[src/rtl/dac_wave_gen_pkg.sv]
// Shared definitions for dac_wave_gen: FSM state encoding, waveform select codes
// and the non-sine waveform mapping from a 12-bit phase.
package dac_wave_gen_pkg;

  localparam logic [2:0] ST_IDLE  = 3'd0;
  localparam logic [2:0] ST_WAIT  = 3'd1;
  localparam logic [2:0] ST_PULSE = 3'd2;
  localparam logic [2:0] ST_ACK   = 3'd3;
  localparam logic [2:0] ST_HOLD  = 3'd4;

  typedef enum logic [1:0] {
    WAVE_SAW  = 2'b00,
    WAVE_TRI  = 2'b01,
    WAVE_SQR  = 2'b10,
    WAVE_SINE = 2'b11
  } wave_sel_e;

  localparam logic [11:0] MIDSCALE = 12'h800;

  // sine_val carries either the LUT result or midscale, depending on the build.
  function automatic logic [11:0] wave_map(input logic [1:0]  sel,
                                           input logic [11:0] phase,
                                           input logic [11:0] sine_val);
    logic [11:0] w_res;
    case (sel)
      WAVE_SAW: w_res = phase;
      WAVE_TRI: w_res = phase[11] ? ~{phase[10:0], 1'b0} : {phase[10:0], 1'b0};
      WAVE_SQR: w_res = phase[11] ? 12'hFFF : 12'h000;
      default:  w_res = sine_val;
    endcase
    return w_res;
  endfunction

endpackage

[src/rtl/dac_wave_gen_sine_quarter_lut.sv]
// Quarter-wave sine magnitude ROM: 64 entries of round(2047*sin(i*pi/126)), entry 0 = 0.
// Only present when DAC_WAVE_SINE_EN is defined.
`ifdef DAC_WAVE_SINE_EN
module sine_quarter_lut (
  input  logic [5:0]  i_index,
  output logic [10:0] o_mag
);
  localparam logic [10:0] QUARTER [64] = '{
    11'd0,    11'd51,   11'd102,  11'd153,  11'd204,  11'd255,  11'd305,  11'd355,
    11'd406,  11'd455,  11'd505,  11'd554,  11'd603,  11'd652,  11'd700,  11'd748,
    11'd795,  11'd842,  11'd888,  11'd934,  11'd979,  11'd1024, 11'd1067, 11'd1111,
    11'd1153, 11'd1195, 11'd1236, 11'd1276, 11'd1316, 11'd1354, 11'd1392, 11'd1429,
    11'd1465, 11'd1501, 11'd1535, 11'd1568, 11'd1600, 11'd1632, 11'd1662, 11'd1691,
    11'd1720, 11'd1747, 11'd1773, 11'd1798, 11'd1822, 11'd1844, 11'd1866, 11'd1886,
    11'd1906, 11'd1924, 11'd1940, 11'd1956, 11'd1970, 11'd1984, 11'd1996, 11'd2006,
    11'd2016, 11'd2024, 11'd2031, 11'd2037, 11'd2041, 11'd2044, 11'd2046, 11'd2047
  };

  assign o_mag = QUARTER[i_index];
endmodule
`endif

[src/rtl/dac_wave_gen.sv]
// Tick-paced waveform generator driving a DAC interface through an update/busy handshake.
// Define DAC_WAVE_SINE_EN to turn wave_sel=11 into a sine; otherwise it outputs midscale.
module dac_wave_gen
  import dac_wave_gen_pkg::*;
#(
  parameter int ACK_TIMEOUT = 15
) (
  input  logic        clk,
  input  logic        rst,
  input  logic        enable,
  input  logic [1:0]  wave_sel,
  input  logic [11:0] step,
  input  logic [15:0] period,
  input  logic        busy,
  output logic [11:0] value,
  output logic        update,
  output logic [7:0]  overrun,
  output logic        active
);

  localparam int ACK_W = (ACK_TIMEOUT > 1) ? $clog2(ACK_TIMEOUT) : 1;

  logic [2:0]       r_state;
  logic [15:0]      r_cnt;
  logic [11:0]      r_phase;
  logic [11:0]      r_value;
  logic [7:0]       r_overrun;
  logic [ACK_W-1:0] r_ack_cnt;

  logic        w_tick;
  logic        w_in_xfer;
  logic [11:0] w_phase_inc;
  logic [11:0] w_sine;
  logic [11:0] w_wave;

  // >= rather than == so a live shrink of period below the running count still ticks.
  assign w_tick      = enable && (r_cnt >= period);
  assign w_in_xfer   = (r_state == ST_PULSE) || (r_state == ST_ACK) || (r_state == ST_HOLD);
  assign w_phase_inc = r_phase + step;

`ifdef DAC_WAVE_SINE_EN
  logic [5:0]  w_lut_idx;
  logic [10:0] w_lut_mag;

  assign w_lut_idx = w_phase_inc[10] ? ~w_phase_inc[9:4] : w_phase_inc[9:4];

  sine_quarter_lut u_sine_lut (
    .i_index (w_lut_idx),
    .o_mag   (w_lut_mag)
  );

  assign w_sine = w_phase_inc[11] ? (MIDSCALE - {1'b0, w_lut_mag})
                                  : (MIDSCALE + {1'b0, w_lut_mag});
`else
  assign w_sine = MIDSCALE;
`endif

  assign w_wave = wave_map(wave_sel, w_phase_inc, w_sine);

  always_ff @(posedge clk) begin
    if (rst) begin
      r_cnt <= '0;
    end else if (!enable || w_tick) begin
      r_cnt <= '0;
    end else begin
      r_cnt <= r_cnt + 16'd1;
    end
  end

  always_ff @(posedge clk) begin
    if (rst) begin
      r_state   <= ST_IDLE;
      r_phase   <= '0;
      r_value   <= '0;
      r_overrun <= '0;
      r_ack_cnt <= '0;
    end else begin
      // Phase keeps moving on dropped ticks so the waveform frequency stays exact.
      if (w_tick && (r_state != ST_IDLE)) begin
        r_phase <= w_phase_inc;
      end
      if (w_tick && w_in_xfer && (r_overrun != 8'hFF)) begin
        r_overrun <= r_overrun + 8'd1;
      end
      case (r_state)
        ST_IDLE: begin
          if (enable) r_state <= ST_WAIT;
        end
        ST_WAIT: begin
          if (!enable) begin
            r_state <= ST_IDLE;
          end else if (w_tick) begin
            r_state <= ST_PULSE;
            r_value <= w_wave;
          end
        end
        ST_PULSE: begin
          r_state   <= ST_ACK;
          r_ack_cnt <= '0;
        end
        ST_ACK: begin
          if (busy) begin
            r_state <= ST_HOLD;
          end else if (r_ack_cnt == ACK_W'(ACK_TIMEOUT - 1)) begin
            r_state <= ST_WAIT;
          end else begin
            r_ack_cnt <= r_ack_cnt + 1'b1;
          end
        end
        ST_HOLD: begin
          if (!busy) r_state <= enable ? ST_WAIT : ST_IDLE;
        end
        default: r_state <= ST_IDLE;
      endcase
    end
  end

  assign value   = r_value;
  assign update  = (r_state == ST_PULSE);
  assign overrun = r_overrun;
  assign active  = (r_state != ST_IDLE);

endmodule

[config.mk]
export PLATFORM = sky130hd
export DESIGN_NAME = dac_wave_gen
export DESIGN_NICKNAME = d
export VERILOG_FILES = /design/src/rtl/dac_wave_gen_pkg.sv /design/src/rtl/dac_wave_gen_sine_quarter_lut.sv /design/src/rtl/dac_wave_gen.sv
export SDC_FILE = /design/constraint.sdc
export NUM_CORES = 1
export LEC_CHECK = 0
export CORE_MARGIN = 2
export CORE_UTILIZATION = 69
export DETAILED_ROUTE_END_ITERATION = 10
export DONT_BUFFER_PORTS = 1
export GPL_TIMING_DRIVEN = 1
export PLACE_DENSITY_LB_ADDON = 0.12
export SLEW_MARGIN = 20
export SYNTH_ARGS = -nofsm -noshare
export SYNTH_HDL_FRONTEND = slang
export SYNTH_HIERARCHICAL = 1
export SYNTH_SLANG_ARGS = --single-unit
[constraint.sdc]
create_clock -name clk -period 4.58 [get_ports clk]
set_input_delay 0.687 -clock clk [delete_from_list [all_inputs] [get_ports clk]]
set_output_delay 0.687 -clock clk [all_outputs]
set_load 0.02 [all_outputs]
# Yosys cells after proc, flatten, opt, wreduce, memory -nomap -nowiden
# Cells that the tools add are included.
[classes]
addsub = 4
order_cmp = 1
eq_ne = 14
muxes = 14
bitwise = 1
reduce_logical = 16
[ops]
columns = ["operator", "n"]
rows = [
  ["$pmux 12 s3", 1],
  ["$mux 12", 2],
  ["$mux 3", 6],
  ["$add 16x1->16 const B", 1],
  ["$ge 16x16->1", 1],
  ["$pmux 3 s5", 1],
  ["$add 12x12->12", 1],
  ["$not 12->12", 1],
  ["$add 8x1->8 const B", 1],
  ["$mux 4", 2],
  ["$ne 2x2->1 const B", 4],
  ["$ne 8x8->1 const B", 1],
  ["$pmux 4 s2", 1],
  ["$eq 3x2->1 const B", 2],
  ["$reduce_and 3->1", 2],
  ["$add 4x1->4 const B", 1],
  ["$eq 4x4->1 const B", 1],
  ["$logic_and 1x1->1", 4],
  ["$reduce_and 4->1", 1],
  ["$eq 3x1->1 const B", 1],
  ["$eq 3x3->1 const B", 1],
  ["$logic_not 3->1", 1],
  ["$logic_or 1x1->1", 3],
  ["$ne 3x2->1 const B", 1],
  ["other kinds (9)", 9],
]
[word_totals]
reg_bits = 55
in_bits = 34
wordCells = 56

# Longest topological paths before layout
[logic_depth]
ltp_word = 5
mapped_depth = 12

# Worst setup path after synthesis
# Ideal clock, no wire load.
[synth_timing]
kind = "input-to-reg"
from = "input port step[4]"
to = "register r_value[8], in the netlist value[8]"
arrival_ns = 2.713
t_required_ns = 4.501
slack_ns = 1.788
stages = 10
cell_sequence = "ha_1 -> buf_4 -> o21ai_2 -> a211o_1 -> or3_4 -> and3_1 -> buf_6 -> xnor2_1 -> a211o_1 -> a211oi_2"
[synth_between]
elab_chain_len = 4
word_cells_on_any_way = 5
[synth_rtl]
columns = ["item", "line", "source"]
rows = [
  ["start, declared", "dac_wave_gen.sv:12", "input logic [11:0] step,"],
  ["$add 12x12->12 *", "dac_wave_gen.sv:39", "assign w_phase_inc = r_phase + step;"],
  ["$not 12->12", "dac_wave_gen_pkg.sv:27", "WAVE_TRI: w_res = phase[11] ? ~{phase[10:0], 1'b0} : {phase[10:0], 1'b0};"],
  ["$mux 12", "dac_wave_gen_pkg.sv:27", ""],
  ["$pmux 12 s3 *", "dac_wave_gen_pkg.sv:25", "case (sel)"],
  ["end signal, assigned", "dac_wave_gen.sv:94", "r_value <= w_wave;"],
  ["end, declared", "dac_wave_gen.sv:26", "logic [11:0] r_value;"],
]
# Mark *: on every way between the ends. The rest lies on a longest branch, timed or not.
# A chain may end at the register's enable or synchronous reset.

# Worst setup path in the final report
[layout_timing]
from = "input port step[4]"
to = "register r_value[7], in the netlist value[7]"
# The elaborated chain is that of the path after synthesis.

==> run metrics <==
Max-cap violations 0; status finished clean; most instantiated library cell after synthesis nor2_1; Multi-input gate area 2227 um2; Post-DRT Antenna Nets 0; DP Area 3510 um2; diode count 0; Starting Density 73.04%; Slew @ Worst Pin 812.2 ps; Yosys reg bits 55; Layout Utilization 75.25%; worst hold path class input pin to flip-flop; crit path DAT 2990 ps; post-route DRC violation count 0; Syn Area/Cell 8.377 um2; Netlist cell types 59; Final #Nets 474; dpl cells 468; H-tree depth 2; EDFF count, synth 0; Max IR drop VDD 0.0002178 V; Post-synth top cells nor2_1 (62), dfxtp_1 (55), ha_1 (31); gr ovfl total 0; Slew HR 45.49%; Die W 75.41 um; Slowest-stage cell, CP o2111a_1; Slew Limit Fails 0; synthesized area 3518 um2; setup_tns 0 ps; vias post-DR 2,840; Lkg Pwr 1.533 nW; CP Data Required Time 4750 ps; critical path fanouts, max 12; Yosys warnings 6; Post-synth ARST share 0%; Overall Global Routing Usage 24.93%; average wire per standard cell 14.36 um; P&R area growth vs syn 3.023%; Post-synth top flop dfxtp_1; crit path capture type flip-flop; area leader, netlist dfxtp_1; CTS tree yes; Post-CTS Setup Inserts 0; Hold Fails Final Rpt 0; post-CTS sizing 0; clk sinks 55; fin crit share 61.47%; Initial DRT Pass Iterations 4; Max Clock Freq 355.2 MHz; Non-Filler Instances 476; CP peak stage delay 530 ps; fillers 365; Avg Vias per Cell 5.966; FP Rows 25; initial antenna violation count 0; crit-path cells ha_1 -> o21ai_2 -> a211o_1 -> or3_4 -> nand3_4 -> o2111a_1 -> a21o_1 -> a211oi_1; clk root buf clkbuf_8; RSZ-0062 raised after global routing no; die area 5686 um2; sequential fraction of the synthesis area 31.29%; clk buf depth 2; Sequential cell area 1101 um2; main area contributors after synthesis dfxtp_1 (31%), ha_1 (11%), nor2_1 (6.6%), xnor2_1 (4.7%), mux2i_1 (4.6%); number of global-route vias before repair 2,583; post-route cell area 3625 um2; DRT Wirelength 6833 um; critical path class input pin to flip-flop; syn nets 486; clk_skew 9.161 ps; CP startpoint kind input pin; # setup viols final 0; clk_lat worst skew 310 ps; port buffer count 0; largest net degree at the start of global routing 35; synthesized instance count 420; GP Congestion 0.8762; Yosys top cell area share 31.29%; share of cells above drive strength 1 5.379%; min cycle time layout 2815 ps; Core Area 4817 um2; Pwr Density 244.0 nW/um2; Die H 75.41 um; First DRT Iteration DRCs 94; CTS Hold Buffers Added 0; io pins 56; clock slew at reported path FFs 100 ps; TritonCTS Buffers 5; first-pass GRT wire length 11,110 um; HPWL after DPL 5290 um
worst paths after layout:
| kind | start | to | slack, ps | cells past startpoint |
|---|---|---|---|---|
| setup / recovery | step[4] | value[7]$_SDFFE_PP0P_ | 1760 | 8 |
| hold / removal | rst | overrun[7]$_SDFFE_PP0P_ | 430 | 1 |
| setup reg to reg | r_phase[4]$_SDFFE_PP0P_ | value[7]$_SDFFE_PP0P_ | 1810 | 8 |
| hold reg to reg | r_phase[2]$_SDFFE_PP0P_ | r_phase[2]$_SDFFE_PP0P_ | 470 | 2 |
metal layers:
layer  vias up  global-route usage (%)  wire length (um)
met3         5                   5.952               413
met4         0                   6.043                62
met1      1285                   30.74              3085
met5         -                       0                 0
met2        72                   43.96              3272
li1       1478                       -                 -
power by group:
group / internal (mW) / switching [mW]
Sequential: 0.480 / 0.00311
Clock: 0.165 / 0.161
Combinational: 0.0309 / 0.0453
Total: 0.675 / 0.209
state kept, by name (all words and copies together) (netlist names):
| register | cells |
|---|---|
| r_state | 3 |
| r_phase | 12 |
| r_cnt | 16 |
| r_ack_cnt | 4 |
| value | 12 |
| overrun | 8 |
stage by stage:
step / hold slack [ps] / worst slack, ps / power (mW)
floorplan: 440.0 / 1788 / 0.5658
finish: 431.5 / 1765 / 0.8845
global placement: 448.4 / 1497 / 0.5674
global route: 414.6 / 1638 / 0.9219
CTS: 426.6 / 1785 / 0.8941
detailed placement: 457.2 / 1453 / 0.5692
kinds of logic (layout without fill, tap and decap cells):
family | Yosys count | count (layout) | synth area share (%)
muxes | 16 | 16 | 4.552
buffers and inverters | 45 | 34 | 5.405
DFF | 55 | 55 | 31.29
adders and majority gates | 32 | 32 | 11.59
and+or+nand+nor | 151 | 151 | 20.87
AOI/OAI and AO/OA | 87 | 87 | 17.82
xor gates and xnor gates | 34 | 34 | 8.464
layout by cell type (no fill, tap or decap), types with 2 or more instances in the layout:
master / n
or2_2: 2
clkbuf_8: 5
nand2_1: 20
a21o_1: 4
nand2b_1: 4
o211ai_1: 3
a21oi_1: 23
nor2_1: 62
a211oi_2: 3
a211o_1: 2
a31oi_1: 2
inv_1: 26
o21a_1: 3
a311oi_1: 3
a32oi_1: 2
a211oi_1: 12
o21ai_2: 2
ha_1: 31
dfxtp_1: 55
nor2b_1: 2
o211a_1: 2
xor2_1: 15
nand3b_1: 3
nor3_1: 12
xnor2_1: 19
nand4_1: 6
and3_1: 7
nand3_1: 19
mux2i_1: 16
or3_1: 4
o21ai_0: 11
nor4_1: 2
area by class of cell:
| type | instances | area share (%) |
|---|---|---|
| inverters | 26 | 2.692 |
| flip-flops and latches | 55 | 30.38 |
| well taps | 67 | 2.313 |
| multi-input cells | 320 | 61.44 |
| clock buffers | 5 | 1.899 |
| clock inverters | 3 | 1.277 |
worst max-delay path, delay by kind of cell:
family	cells	cell delay [ps]
compound gates	5	1350
simple gates	2	530
fa+ha+maj	1	410
Power figures use the tool's default switching activity.
